[src/rtl/dpram_copy_engine.sv]
// Dual-port RAM copy engine: streams LEN words from SRC to DST, reading port A and
// writing port B one cycle later, choosing the copy direction so overlapping moves are safe.
module dpram_copy_engine #(
  parameter int AW = 6,
  parameter int DW = 16
) (
  input  logic          clk,
  input  logic          rst_n,
  input  logic          cmd_valid,
  output logic          cmd_ready,
  input  logic [AW-1:0] cmd_src,
  input  logic [AW-1:0] cmd_dst,
  input  logic [AW:0]   cmd_len,
  input  logic          abort,
  output logic          busy,
  output logic          done,
  output logic          aborted,
  output logic [AW:0]   words,
  output logic          ena,
  output logic          wea,
  output logic [AW-1:0] addra,
  input  logic [DW-1:0] doa,
  output logic          enb,
  output logic          web,
  output logic [AW-1:0] addrb,
  output logic [DW-1:0] dib
);

  typedef enum logic [1:0] {S_IDLE, S_RUN, S_DRAIN, S_DONE} state_t;

  localparam logic [AW:0]   LEN_ONE  = {{AW{1'b0}}, 1'b1};
  localparam logic [AW-1:0] ADDR_MAX = '1;

  state_t        state, state_nxt;
  logic          accept;
  logic          rd_last;
  logic          desc_in;

  logic [AW-1:0] src_q;
  logic [AW-1:0] dst_q;
  logic [AW:0]   len_q;
  logic          desc_q;
  logic [AW:0]   rd_idx;
  logic          abort_q;
  logic [AW:0]   words_q;

  logic          wr_vld_p1;
  logic [AW:0]   wr_idx_p1;

  // Address of element idx, walking up from base or down from base+len-1 (mod 2**AW).
  function automatic logic [AW-1:0] elem_addr(input logic [AW-1:0] base,
                                               input logic [AW:0]   idx,
                                               input logic [AW:0]   len,
                                               input logic          desc);
    logic [AW:0] ofs;
    ofs = desc ? (len - idx - LEN_ONE) : idx;
    return base + ofs[AW-1:0];
  endfunction

  assign accept  = cmd_valid && (state == S_IDLE);
  assign rd_last = (rd_idx == len_q - LEN_ONE);

  // Destination one step ahead of source across the wrap point must still run
  // descending (and vice versa), otherwise the read and write ports collide.
  always_comb begin
    desc_in = (cmd_dst > cmd_src);
    if ((cmd_src == ADDR_MAX) && (cmd_dst == '0))
      desc_in = 1'b1;
    else if ((cmd_src == '0) && (cmd_dst == ADDR_MAX))
      desc_in = 1'b0;
  end

  always_comb begin
    state_nxt = state;
    case (state)
      S_IDLE:  if (cmd_valid) state_nxt = (cmd_len == '0) ? S_DONE : S_RUN;
      S_RUN:   if (rd_last || abort) state_nxt = S_DRAIN;
      S_DRAIN: state_nxt = S_DONE;
      S_DONE:  state_nxt = S_IDLE;
      default: state_nxt = S_IDLE;
    endcase
  end

  always_ff @(posedge clk or negedge rst_n) begin
    if (!rst_n) begin
      state     <= S_IDLE;
      wr_vld_p1 <= 1'b0;
      words_q   <= '0;
      abort_q   <= 1'b0;
    end else begin
      state     <= state_nxt;
      wr_vld_p1 <= (state == S_RUN);
      if (accept) begin
        words_q <= '0;
        abort_q <= 1'b0;
      end else begin
        if (wr_vld_p1) words_q <= words_q + LEN_ONE;
        if ((state == S_RUN) && abort && !rd_last) abort_q <= 1'b1;
      end
    end
  end

  // p0: command latch and read issue
  always_ff @(posedge clk) begin
    if (accept) begin
      src_q  <= cmd_src;
      dst_q  <= cmd_dst;
      len_q  <= cmd_len;
      desc_q <= desc_in;
      rd_idx <= '0;
    end else if (state == S_RUN) begin
      rd_idx <= rd_idx + LEN_ONE;
    end
  end

  // p1: write of the element read in the previous cycle
  always_ff @(posedge clk) begin
    if (state == S_RUN) wr_idx_p1 <= rd_idx;
  end

  assign cmd_ready = (state == S_IDLE);
  assign busy      = (state != S_IDLE);
  assign done      = (state == S_DONE);
  assign aborted   = done && abort_q;
  assign words     = words_q;

  assign ena   = (state == S_RUN);
  assign wea   = 1'b0;
  assign addra = ena ? elem_addr(src_q, rd_idx, len_q, desc_q) : '0;

  assign enb   = wr_vld_p1;
  assign web   = wr_vld_p1;
  assign addrb = enb ? elem_addr(dst_q, wr_idx_p1, len_q, desc_q) : '0;
  assign dib   = enb ? doa : '0;

endmodule
[config.mk]
export PLATFORM = sky130hd
export DESIGN_NAME = dpram_copy_engine
export DESIGN_NICKNAME = d
export VERILOG_FILES = /design/src/rtl/dpram_copy_engine.sv
export SDC_FILE = /design/constraint.sdc
export NUM_CORES = 1
export LEC_CHECK = 0
export ABC_AREA = 1
export BUFFER_PORTS_ARGS = -buffer_cell sky130_fd_sc_hd__clkbuf_2
export CAP_MARGIN = 20
export CORE_UTILIZATION = 25
export CTS_BUF_LIST = sky130_fd_sc_hd__clkbuf_2 sky130_fd_sc_hd__clkbuf_4 sky130_fd_sc_hd__clkbuf_8
export CTS_CLUSTER_SIZE = 8
export DETAILED_ROUTE_END_ITERATION = 10
export SETUP_SLACK_MARGIN = 0.05
export SLEW_MARGIN = 20
export SYNTH_ARGS = -nofsm -noshare
export SYNTH_HDL_FRONTEND = slang
export SYNTH_SLANG_ARGS = --single-unit
[constraint.sdc]
create_clock -name clk -period 2.82 [get_ports clk]
set_input_delay 0.282 -clock clk [delete_from_list [all_inputs] [get_ports clk]]
set_output_delay 0.282 -clock clk [all_outputs]
set_load 0.02 [all_outputs]
==> summary by stage, run 1 <==
Outcome
The run finished, with violations left. The checks that failed: setup timing.

STA
Setup repair after global routing could not meet its margin everywhere. In the final timing run, aggregate negative setup slack is -1.56 ns. The slack of the critical path is -0.310 ns. The count of endpoints failing hold in the final timing report is 0. The portion of the clock cycle consumed by the worst path in the final layout is 1.11. In this run the tightest slew margin relative to its limit is 0.473. The time the worst path needs with I/O delays and setup is 3.13 ns. The count of final max-slew check failures came to 0.

The final-report setup violation count is 7. For the pin with the worst max-slew slack, the measured transition is 0.791 ns. The maximum clock frequency is 319 MHz. Final hold analysis gives a worst-case slack of 0.171 ns.

On the final layout, the worst clock skew is 0.00404 ns.

Clocking
The tree built by TritonCTS fans out to between 40 and 50 sinks. Clock-pin slew was measured on the worst setup and hold paths at approximately 0.09 ns. At the later pin of the worst-skew pair, clock insertion delay measures ~0.30 ns. The number of buffers created by CTS is 5.

In this run the number of H-tree levels came out at 2. TritonCTS built the clock tree. The root buffer cell chosen for the clock tree is sky130_fd_sc_hd__clkbuf_8. The buffer levels on the longest clock path is 2.

Placed design
The post-placement worst setup slack is -0.132 ns. The detailed placer's ending HPWL is ~6700 um. Buffers placed on the I/O ports in this run total 80.

The placer's final routability congestion estimate is 0.859. Summing all placed instances gives a cell area of 0.00399 mm2.

Detailed routing
The via count normalized by instance count is about 4.4. The violation count after the first detailed-routing iteration is 168. The residual antenna-violating net count after detailed routing is 0. The total via count in the routed design is roughly 3200. The count of TritonRoute iterations in the first routing pass is 7.

The total DRC errors in the routed layout is 0. The routed wire length is 8400 um. The routed length per placed instance is ~12 um.

Floorplanning
Row generation in the floorplan step produced 41 rows. The floorplan step defined a die boundary enclosing 0.0135 mm2. The y dimension of the die is 116 um.

The region available for standard cell placement spans 0.0127 mm2. The die is approximately 120 um wide. The initial core utilization is 0.257.

The number of placed I/O pins is 82.

Setup path
The top fanout value on the critical path is 3. In this design, the stage delay of the slowest critical-path cell is roughly 0.40 ns. For this design, the slowest cell found on the critical path is sky130_fd_sc_hd__edfxtp_1. The worst setup path is launched from a flip-flop.

The data arrival time of the critical path is roughly 2.9 ns. The cell repeated most along the worst path is sky130_fd_sc_hd__nand2_1. The required time of the critical path is 2.54 ns. The critical path goes through ha_2 > inv_2 > fa_2 > inv_2 > nand3_2 > nand2_1 > xnor2_1 > o21ai_1 > ha_1 > buf_4 > a21oi_2 > nand3_1 > nand2_1 > nand2_1 > o21ai_1 > nor2_1 > buf_4. STA classifies the critical path endpoint as an output port. The worst setup path is of the flip-flop to output port kind.

Cells and area
The total number of nets in the final design is slightly above 600. The fraction of final layout cells with drive strength greater than 1 is 0.271. The number of diodes is 0.

Compared with the post-synthesis result, the final layout area differs by 30.0%. Once layout is done, the placed cells without fillers occupy roughly 0.0042 mm2.

Logic synthesis
The post-synthesis instance total is 432. Averaged over all synthesized cells, the footprint is between 7 and 8 um2. For this run, the number of Yosys warnings is 0. The register bit count reported by yosys is 44. The combined area of all synthesized cells is 0.00325 mm2. The number of different library cells used by synthesis comes to 36.

The number of nets handed over by synthesis was slightly above 500. Of the synthesized area, sequential elements account for 0.368.

Hold path
The tightest min-delay check is of the input pin to flip-flop type.

GRT
The first-pass GRT wire length is 13500 um. The aggregate global routing overflow is 0. The number of antenna violations at the first check in global routing came to 0. The maximum number of pins on one net before global-route repair is 29. The number of global-route vias before repair was just over 3000.

Across every metal layer, demand over resource in global routing totals 0.129.

Power
The total power per unit cell area is 1000 mW/mm2. In this run the static leakage power is 2.24 nW. VDD sags by at most 0.000533 V.

Flow run
Across the run, the number of max-cap violations was 0.
## worst max-delay path, delay by kind of cell, from the launching register on
family	cells	cell delay, ns
xor gates and xnor gates	1	0.12
adders and majority gates	3	0.85
DFF	1	0.40
AOI/OAI and AO/OA	3	0.37
and+or+nand+nor	6	0.40
buffers and inverters	4	0.42
## layout by cell type, fill, tap and decap left out, drive strengths merged
cell         Yosys  layout
nor4             3       3
nor3            14      14
buf              4      32
dfrtp           11      11
clkinv           1       1
xor2             1       1
o21a             2       2
ha              33      33
inv             82      83
clkbuf           5      80
nand3           27      27
nor3b            1       1
o22ai            2       2
nand4            6       6
edfxtp          26      26
o21bai           2       2
conb             1       1
dlygate4sd3      0       1
or2              3       3
clkinvlp         0       1
nand2          101     101
a21oi           23      23
a21o             2       2
nor2            38      38
fa               4       4
bufinv           0       1
xnor2            5       5
a31oi            2       2
dfxtp            7       7
o211ai           1       1
o21ai           25      25
## where the power goes
group	switching, mW	internal [mW]	total, mW	leakage (nW)
Combinational	1.58	1.09	2.67	1.73
Clock	0.234	0.267	0.501	0.0548
Sequential	0.175	0.889	1.06	0.446
Total	1.99	2.25	4.23	2.24
## repair_timing
| item | in CTS | in global routing |
|---|---|---|
| endpoints found under the setup margin | 10 | 10 |
| setup buffers | 4 | 2 |
| hold endpoints to repair | 11 | 0 |
| resized for setup | 26 | 20 |
| hold buffers | 1 | 0 |
| pin swaps | 10 | 15 |
## kinds of logic (layout without fill, tap and decap cells)
| logic type | Yosys count | after routing | share of synthesized area |
|---|---|---|---|
| AOI/OAI and AO/OA | 59 | 59 | 0.101 |
| xor gates and xnor gates | 6 | 6 | 0.0161 |
| adders and majority gates | 37 | 37 | 0.151 |
| buffers and inverters | 92 | 199 | 0.109 |
| DFF | 44 | 44 | 0.368 |
| other | 1 | 1 | 0.00115 |
| and+or+nand+nor | 193 | 193 | 0.253 |
## cell type report
class                           count  area (um2)
Fill cell                        1364        8440
Multi-Input combinational cell    296        1760
Sequential cell                    44        1200
Timing Repair Buffer              108         636
Inverter                           83         312
Tap cell                          172         215
Clock buffer                        5        68.8
Clock inverter                      3        46.3
## cells in the mapped netlist (all sizes together)
cell type  instances  area share
xor2               1      0.0027
nor3              14       0.022
clkinv             1      0.0012
edfxtp            26        0.24
a21oi             23       0.035
clkbuf             5      0.0058
inv               82       0.095
o21ai             25       0.038
conb               1      0.0012
o22ai              2      0.0038
nor3b              1      0.0023
nand2            101        0.12
dfxtp              7       0.043
a21o               2      0.0046
dfrtp             11       0.085
xnor2              5       0.013
nor2              38       0.045
a31oi              2      0.0038
o211ai             1      0.0023
fa                 4       0.025
o21a               2      0.0046
buf                4      0.0077
ha                33        0.13
nand3             27       0.043
nor4               3      0.0058
nand4              6       0.012
o21bai             2      0.0081
or2                3      0.0058
## flip-flops by register name (all words and copies together) (netlist names)
name,cells
words,7
src_q,6
dst_q,6
len_q,7
abort_q,1
wr_idx_p1,6
enb,1
desc_q,1
state,2
rd_idx,7
## per-layer routing
metal,up-vias,GRT usage,routed length (um),part of all wire
met5,-,0,0,0
li1,1608,-,-,-
met2,96,0.237,4090,0.49
met3,22,0.0265,429,0.051
met4,0,0.0547,234,0.028
met1,1428,0.144,3640,0.43
## worst paths after layout
path / startpoint / end / slack (ns) / cells past startpoint
setup / recovery: len_q[0] / addra[5] / -0.31 / 17
hold / removal: cmd_len[5] / len_q[5] / 0.17 / 1
setup reg to reg: state[1] / state[1] / 0.67 / 7
hold reg to reg: abort_q / abort_q / 0.53 / 2
max in group asynchronous: rst_n / abort_q / 2.19 / 2
min in group asynchronous: rst_n / words[0] / 0.40 / 2
## metrics by stage
stage / cells / power [mW] / util
after floorplan: 432 / 2.72 / -
after global placement: 696 / 3.47 / 0.315
after detailed placement: 696 / 3.54 / 0.315
after CTS: 709 / 4.17 / 0.331
after global routing: 711 / 4.63 / 0.334
final: 711 / 4.23 / 0.334
No activity file was read; power rests on OpenSTA's default activity.
==> run 2: changes to the inputs <==
==> constraint.sdc (replaced) <==
create_clock -name clk -period 2.82 [get_ports clk]
set_input_delay 0.141 -clock clk [delete_from_list [all_inputs] [get_ports clk]]
set_output_delay 0.141 -clock clk [all_outputs]
set_load 0.02 [all_outputs]
==> summary by stage, run 2 (same netlist as run 1, synthesis figures left out) <==
Hold path
The worst hold path terminates at len_q[5]. The worst hold path belongs to the class input pin to flip-flop. The hold-critical path depth is 1 (unchanged). The worst hold path begins at cmd_len[5].

STA
The final-report setup violation count was 7 (unchanged). The post-route clock skew is 0.0127 ns (+0.00865 ns). The portion of the clock cycle consumed by the worst path in the final layout is 1.06 (-0.0537).

The final-layout worst hold slack was 0.0317 ns (-0.139 ns). The slack of the critical path is -0.159 ns (+0.151 ns). The accumulated negative setup slack is -0.611 ns (+0.944 ns). The count of endpoints failing hold in the final timing report is 0 (unchanged). The time the worst path needs with I/O delays and setup is 2.98 ns (-0.151 ns). The count of final max-slew check failures was 0 (unchanged). Setup repair after global routing could not meet its margin everywhere.

The maximum clock frequency is 336 MHz (+5.1%).

Detailed routing
The count of TritonRoute iterations in the first routing pass is 4 (-3). The violation count after the first detailed-routing iteration is 163 (-3.0%). The routed wire length came to 8570 um (+2.0%).

The routed length per placed instance came to 12.0 um (+1.6%). The total via count in the routed design is 3188 (+1.1%). The via count normalized by instance count is 4.46 (+0.65%). The total DRC errors in the routed layout was 0 (unchanged). The residual antenna-violating net count after detailed routing is 0 (unchanged).

Setup path
The required time of the critical path is 2.68 ns (+0.14 ns). The startpoint identified for the worst register-to-register timing path is len_q[0]. The data arrival time of the critical path was 2.84 ns (about the same). The depth of the most critical reg-to-reg path is 14 (+7). The setup slack of the worst register-to-register path is 0.76 ns (+0.09 ns).

The sort of element at the end of the critical path is an output port. The worst setup path is of the flip-flop to output port kind. The top fanout value on the critical path was 3 (unchanged). The worst setup path is launched from a flip-flop. In this run the critical register-to-register path is captured at state[0].

Power
The switching power is 2.04 mW (+2.9%). The internal cell power is 2.31 mW (+2.7%). The proportion of power drawn by combinational gates is 0.651 (+0.021). The cell leakage power came to 2.27 nW (+1.6%).

The register share of total power is 0.237 (-0.014). The net switching share of the total power is 0.470 (about the same). The fraction of power consumed by the clock network is 0.112 (-0.006). The total power per unit cell area is 1010 mW/mm2 (+0.39%).

The peak ir drop on the vdd network was 0.000488 V (-8.5%).

Cells and area
The relative area change from synthesis to final layout is 33.1%. The number of filler cells placed in the layout is 1322 (-3.1%). The most common library cell in the layout ignoring fill and taps is sky130_fd_sc_hd__nand2_1.

In the layout the commonest cells are sky130_fd_sc_hd__nand2_1 (97), sky130_fd_sc_hd__inv_1 (72), sky130_fd_sc_hd__clkbuf_2 (72), sky130_fd_sc_hd__buf_4 (36), sky130_fd_sc_hd__nor2_1 (35). The total number of nets in the final design is 617 (+0.49%). The number of diodes came to 0 (unchanged). The fraction of final layout cells with drive strength greater than 1 is 0.299 (+0.0280).

Flow run
The count of maximum capacitance violations was 0 (unchanged).

Floorplanning
The y dimension of the die is 116 um (unchanged). The number of placed I/O pins is 82 (unchanged). The core outline area is 0.0127 mm2 (unchanged). The die span in x came to 116 um (unchanged). The site row count came to 41 (unchanged). The initial core utilization is 0.257 (unchanged). The overall die area is 0.0135 mm2 (unchanged).

Outcome
The run finished, with violations left. The checks that failed: setup timing.

GRT
The maximum number of pins on one net before global-route repair came to 29 (unchanged). The number of global-route vias before repair is 2981 (-3.3%). The first-pass GRT wire length is 13200 um (-1.7%). The aggregate global routing overflow is 0 (unchanged). The number of antenna violations at the first check in global routing was 0 (unchanged). The global router's overall resource usage was 0.126 (-0.00298).

Clocking
The buffer levels on the longest clock path was 2 (unchanged). The number of buffers created by CTS was 5 (unchanged). TritonCTS built the clock tree. The clock transition at the register clock pins on the worst setup and hold paths after CTS is 0.08 ns (about the same). The worst-skew pair later-pin latency is 0.30 ns (about the same). The root buffer cell chosen for the clock tree is sky130_fd_sc_hd__clkbuf_8. The number of H-tree levels was 2 (unchanged). The number of sinks on the clock net is 44 (unchanged).

Placed design
The detailed placer's ending HPWL is 6530 um (-3.1%). The placer's final routability congestion estimate is 0.859 (unchanged). The number of port buffers was 80 (unchanged).
[run 2: cell types whose count changed in the layout (fill, tap and decap cells not counted), moves of 4 or more]
cell,before,now
sky130_fd_sc_hd__ha_4,0,5
sky130_fd_sc_hd__buf_4,32,36
sky130_fd_sc_hd__o21ai_1,11,7
sky130_fd_sc_hd__clkbuf_4,4,0
[run 2: worst max path at each step]
stage | from | end
floorplan | len_q[0] | addrb[4]
global route | len_q[0] | addra[5]
finish | len_q[0] | addra[5]
global placement | len_q[3] | addra[5]
detailed placement | len_q[3] | addra[5]
CTS | len_q[0] | addra[5]
[run 2: layout make-up]
cell class / instances / area (um2) / share of cell area
Sequential cell: 44 / 1200 / 0.276
Clock inverter: 3 / 41.3 / 0.00953
Inverter: 83 / 312 / 0.0719
Timing Repair Buffer: 111 / 657 / 0.152
Tap cell: 172 / 215 / 0.0497
Multi-Input combinational cell: 296 / 1840 / 0.425
Clock buffer: 5 / 68.8 / 0.0159
[run 2: power by group through the flow]
stage	logic [mW]	registers [mW]	clock network [mW]
after floorplan	1.66	1.04	0
after global placement	2.31	1.05	0
after detailed placement	2.37	1.05	0
after CTS	2.56	1.04	0.500
after global routing	3.17	1.06	0.525
final	2.83	1.03	0.487
[run 2: metal layers]
layer  global-route usage  up-vias  wire length, um
met5                    0        -                0
met4               0.0470        0              142
met2                0.240      108             4380
met1                0.137     1454             3510
met3               0.0244       17              529
li1                     -     1609                -
[run 2: worst max-delay path: stages (launching register included)]
cell and delay, ns:
sky130_fd_sc_hd__edfxtp_1 0.35, sky130_fd_sc_hd__buf_4 0.13, sky130_fd_sc_hd__ha_4 0.14, sky130_fd_sc_hd__inv_2 0.03, sky130_fd_sc_hd__fa_2 0.33, sky130_fd_sc_hd__inv_2 0.07, sky130_fd_sc_hd__nand3_1 0.09, sky130_fd_sc_hd__nand2_2 0.10
sky130_fd_sc_hd__xnor2_2 0.12, sky130_fd_sc_hd__o21ai_2 0.10, sky130_fd_sc_hd__ha_4 0.30, sky130_fd_sc_hd__nand2_1 0.06, sky130_fd_sc_hd__inv_1 0.07, sky130_fd_sc_hd__nand4_1 0.10, sky130_fd_sc_hd__nand3_1 0.10, sky130_fd_sc_hd__nand2_1 0.06
sky130_fd_sc_hd__nand2_2 0.06, sky130_fd_sc_hd__o21ai_1 0.06, sky130_fd_sc_hd__nor2_1 0.12, sky130_fd_sc_hd__buf_4 0.16
[run 2: through the flow]
stage | worst slack (ns) | util | area, um2 | total power, mW | cells
2_1_floorplan | 0.0693 | - | 3250 | 2.70 | 432
3_3_place_gp | 0.0357 | 0.310 | 3920 | 3.36 | 688
3_5_place_dp | -0.0179 | 0.310 | 3920 | 3.42 | 688
4_1_cts | -0.245 | 0.328 | 4160 | 4.10 | 705
5_1_grt | -0.365 | 0.342 | 4330 | 4.75 | 714
6_report | -0.159 | 0.342 | 4330 | 4.35 | 714
[run 2: timing repair]
action	in CTS	in global routing
gates resized for setup	23	41
hold buffers	1	0
endpoints found under the setup margin	9	9
hold endpoints to repair	11	0
buffers inserted	8	9
pin swaps	12	23
==> run 3: changes to the inputs <==
ABC_AREA = not set   (was 1)
SETUP_SLACK_MARGIN = 0.2   (was 0.05)
==> summary by stage, run 3 <==
Floorplanning
The initial core utilization is 0.257 (about the same). The overall die area came to 0.0135 mm2 (about the same). The site row count is 41 (unchanged). The die span in x is 116 um (about the same).

The number of placed I/O pins is 82 (unchanged). The y dimension of the die is 116 um (about the same). The core outline area is 0.0127 mm2 (unchanged).

STA
The time the worst path needs with I/O delays and setup was 3.33 ns (+0.348 ns). The portion of the clock cycle consumed by the worst path in the final layout came to 1.18 (+0.124). The count of endpoints failing hold in the final timing report is 0 (unchanged).

The final-report setup violation count came to 6 (-1). For the pin with the worst max-slew slack, the measured transition is 0.571 ns. Setup repair after global routing could not meet its margin everywhere. The final-layout worst hold slack is 0.0240 ns (-0.00769 ns). The slack of the critical path came to -0.507 ns (-0.348 ns). The maximum clock frequency is 301 MHz (-10%).

Headroom to the max-slew limit came out at 0.620. The count of final max-slew check failures is 0 (unchanged). The post-route clock skew is 0.00352 ns (-0.00916 ns).

Cells and area
The most common library cell in the layout ignoring fill and taps is sky130_fd_sc_hd__clkbuf_2. The total number of nets in the final design was 532 (-14%). The number of diodes is 0 (unchanged). Leaving out fill and tap cells, the most frequent cells in the layout are sky130_fd_sc_hd__clkbuf_2 (70), sky130_fd_sc_hd__buf_4 (39), sky130_fd_sc_hd__ha_1 (31), sky130_fd_sc_hd__inv_1 (28), sky130_fd_sc_hd__edfxtp_1 (26). The final core utilization was 0.353 (+0.0113). Compared with the post-synthesis result, the final layout area differs by 37.5%. The post-route non-filler standard cell count came to 629 (-12%). The fraction of final layout cells with drive strength greater than 1 is 0.379 (+0.0797).

Clocking
The worst-skew pair later-pin latency is 0.30 ns (about the same). TritonCTS built the clock tree. The buffer levels on the longest clock path is 2 (unchanged). The number of H-tree levels came to 2 (unchanged).

The clock transition at the register clock pins on the worst setup and hold paths after CTS is 0.08 ns (about the same). The number of sinks on the clock net is 44 (unchanged). The number of buffers created by CTS is 5 (unchanged). The master cell of the clock root buffer is sky130_fd_sc_hd__clkbuf_8.

Logic synthesis
The post-synth net total is 415 (-18%). The combined area of all synthesized cells is 0.00325 mm2 (about the same). The part of the Yosys area used for sequential elements was 0.368 (about the same). Sorting the synthesized cells by area gives the leading types as sky130_fd_sc_hd__edfxtp_1 (24%), sky130_fd_sc_hd__ha_1 (13%), sky130_fd_sc_hd__dfrtp_1 (8.5%). The Yosys warning count is 0 (unchanged). The number of enable-type register cells in the synthesized netlist is 26 (unchanged). Sorting the synthesized cells by how often they occur yields sky130_fd_sc_hd__inv_1 (36), sky130_fd_sc_hd__ha_1 (33), sky130_fd_sc_hd__and2_1 (28). The post-synthesis instance total was 339 (-22%). The number of unique standard cell types used by synthesis is 54 (+50%).

The average size of a mapped cell is 9.60 um2 (+27%). sky130_fd_sc_hd__edfxtp_1 takes more of the synthesized area than any other cell. In the synthesized netlist the dominant register cell turns out to be sky130_fd_sc_hd__edfxtp_1.

The fraction of registers with async set or reset after synthesis is 0.250 (unchanged). The fraction of synthesized cell area taken by the top area cell type is 0.240 (about the same). The register bit count reported by yosys came to 44 (unchanged). Yosys instantiated no cell more often than sky130_fd_sc_hd__inv_1.

Setup path
The required time of the critical path is 2.68 ns (about the same). On the critical path, the stage with the largest delay is an instance of sky130_fd_sc_hd__edfxtp_1. The buffer and inverter count on the worst path is 3 (-2).

The cell type group with the largest total delay on the critical path is adder cells. The delay of the slowest critical-path stage came to 0.42 ns (+0.07 ns). The critical path goes through buf_4 > ha_4 > inv_2 > fa_2 > mux2i_2 > ha_1 > a21o_1 > a21oi_2 > and4b_1 > a211o_1 > xnor2_1 > and2_4 > clkbuf_8. The top fanout value on the critical path is 3 (unchanged). The data arrival time of the critical path is 3.19 ns (+0.35 ns). The critical path is of the flip-flop to output port type. The critical path launch point type is a flip-flop.

STA classifies the critical path endpoint as an output port.

Detailed routing
The violation count after the first detailed-routing iteration is 77 (-53%). The routed length per placed instance is 13.0 um (+8.6%). The total via count in the routed design is 2846 (-11%).

The count of TritonRoute iterations in the first routing pass is 6 (+2). The via count normalized by instance count came to 4.52 (+1.3%). The routed wire length is 8190 um (-4.4%). The total DRC errors in the routed layout is 0 (unchanged). The residual antenna-violating net count after detailed routing was 0 (unchanged).

GRT
The maximum number of pins on one net before global-route repair is 37 (+28%). The aggregate global routing overflow came to 0 (unchanged). The number of antenna violations at the first check in global routing was 0 (unchanged). The global router's overall resource usage is 0.129 (+0.00289). The first-pass GRT wire length is 13400 um (+1.6%). The number of global-route vias before repair is 2936 (-1.5%).

Outcome
The final reports fail on setup timing. The flow ran to the end, but the final reports show violations.

Placed design
The number of port buffers is 80 (unchanged). The placer's final routability congestion estimate is 0.850 (-1.1%). The cell count after placement is 610 (-11%). The detailed placer's ending HPWL is 6390 um (-2.1%).

The post-placement worst setup slack is -0.221 ns (-0.203 ns).

Flow run
The count of maximum capacitance violations is 0 (unchanged).

Hold path
The tightest min-delay check is of the input pin to flip-flop type.

Power
The peak ir drop on the vdd network is 0.000659 V (+35%). The total power per unit cell area is 1070 mW/mm2 (+6.8%). The cell leakage power is 2.09 nW (-8.2%).
[run 3: cell count changes in the layout (fill, tap and decap cells not counted), sizes merged, moves of 15 or more]
cell / change
and2: +29
inv: -45
nor2: -22
nand3: -24
nand2: -86
xnor2: +15
[run 3: report_power, final]
group / switching (mW) / leakage (nW) / internal [mW]
Combinational: 1.63 / 1.58 / 1.64
Clock: 0.227 / 0.0614 / 0.290
Sequential: 0.127 / 0.445 / 0.885
[run 3: cell families (layout without fill, tap and decap cells)]
logic type | count (synthesis) | in the layout | share of synthesized area
mux | 3 | 3 | 0.00923
simple gates | 112 | 112 | 0.196
buf+inv | 50 | 168 | 0.0600
other cells | 1 | 1 | 0.00115
xor+xnor | 29 | 29 | 0.0823
fa+ha+maj | 37 | 37 | 0.152
flops | 44 | 44 | 0.368
compound gates | 63 | 63 | 0.132
[run 3: repair_timing]
action	in CTS	in global routing
buffers inserted	7	3
cloned	0	0
pin swaps	18	17
endpoints found under the hold margin	11	0
setup endpoints to repair	10	10
gates resized for setup	34	22
hold buffers	1	0
[run 3: final cells by class]
| class | instances | area (um2) |
|---|---|---|
| clock buffer | 6 | 82.6 |
| clock inverter | 2 | 38.8 |
| fill | 1311 | 8200 |
| inverter | 38 | 143 |
| multi-input combinational | 245 | 1990 |
| sequential | 44 | 1200 |
| tap | 172 | 215 |
| timing repair buffer | 122 | 810 |
[run 3: stage by stage]
step / setup TNS [ns] / cell area, um2 / power (mW)
floorplan: 0 / 3280 / 2.84
global placement: -0.299 / 4080 / 3.67
detailed placement: -0.387 / 4080 / 3.75
CTS: -1.50 / 4380 / 4.62
global route: -2.83 / 4470 / 5.22
finish: -1.78 / 4470 / 4.80
[run 3: final timing paths]
kind	start	to	slack [ns]	cells after the start
max in group asynchronous	rst_n	enb	2.36	2
max	len_q[0]	addrb[5]	-0.51	13
min	cmd_len[2]	len_q[2]	0.02	1
min in group asynchronous	rst_n	words[6]	0.25	2
min reg2reg	abort_q	abort_q	0.52	2
max reg2reg	len_q[0]	state[0]	0.60	9
[run 3: metal layers]
metal	GRT usage	wire length, um	share of wire	vias to the layer above
met2	0.241	4160	0.51	76
met3	0.0204	285	0.035	17
li1	-	-	-	1427
met1	0.146	3560	0.43	1326
met4	0.0470	187	0.023	0
met5	0	0	0	-
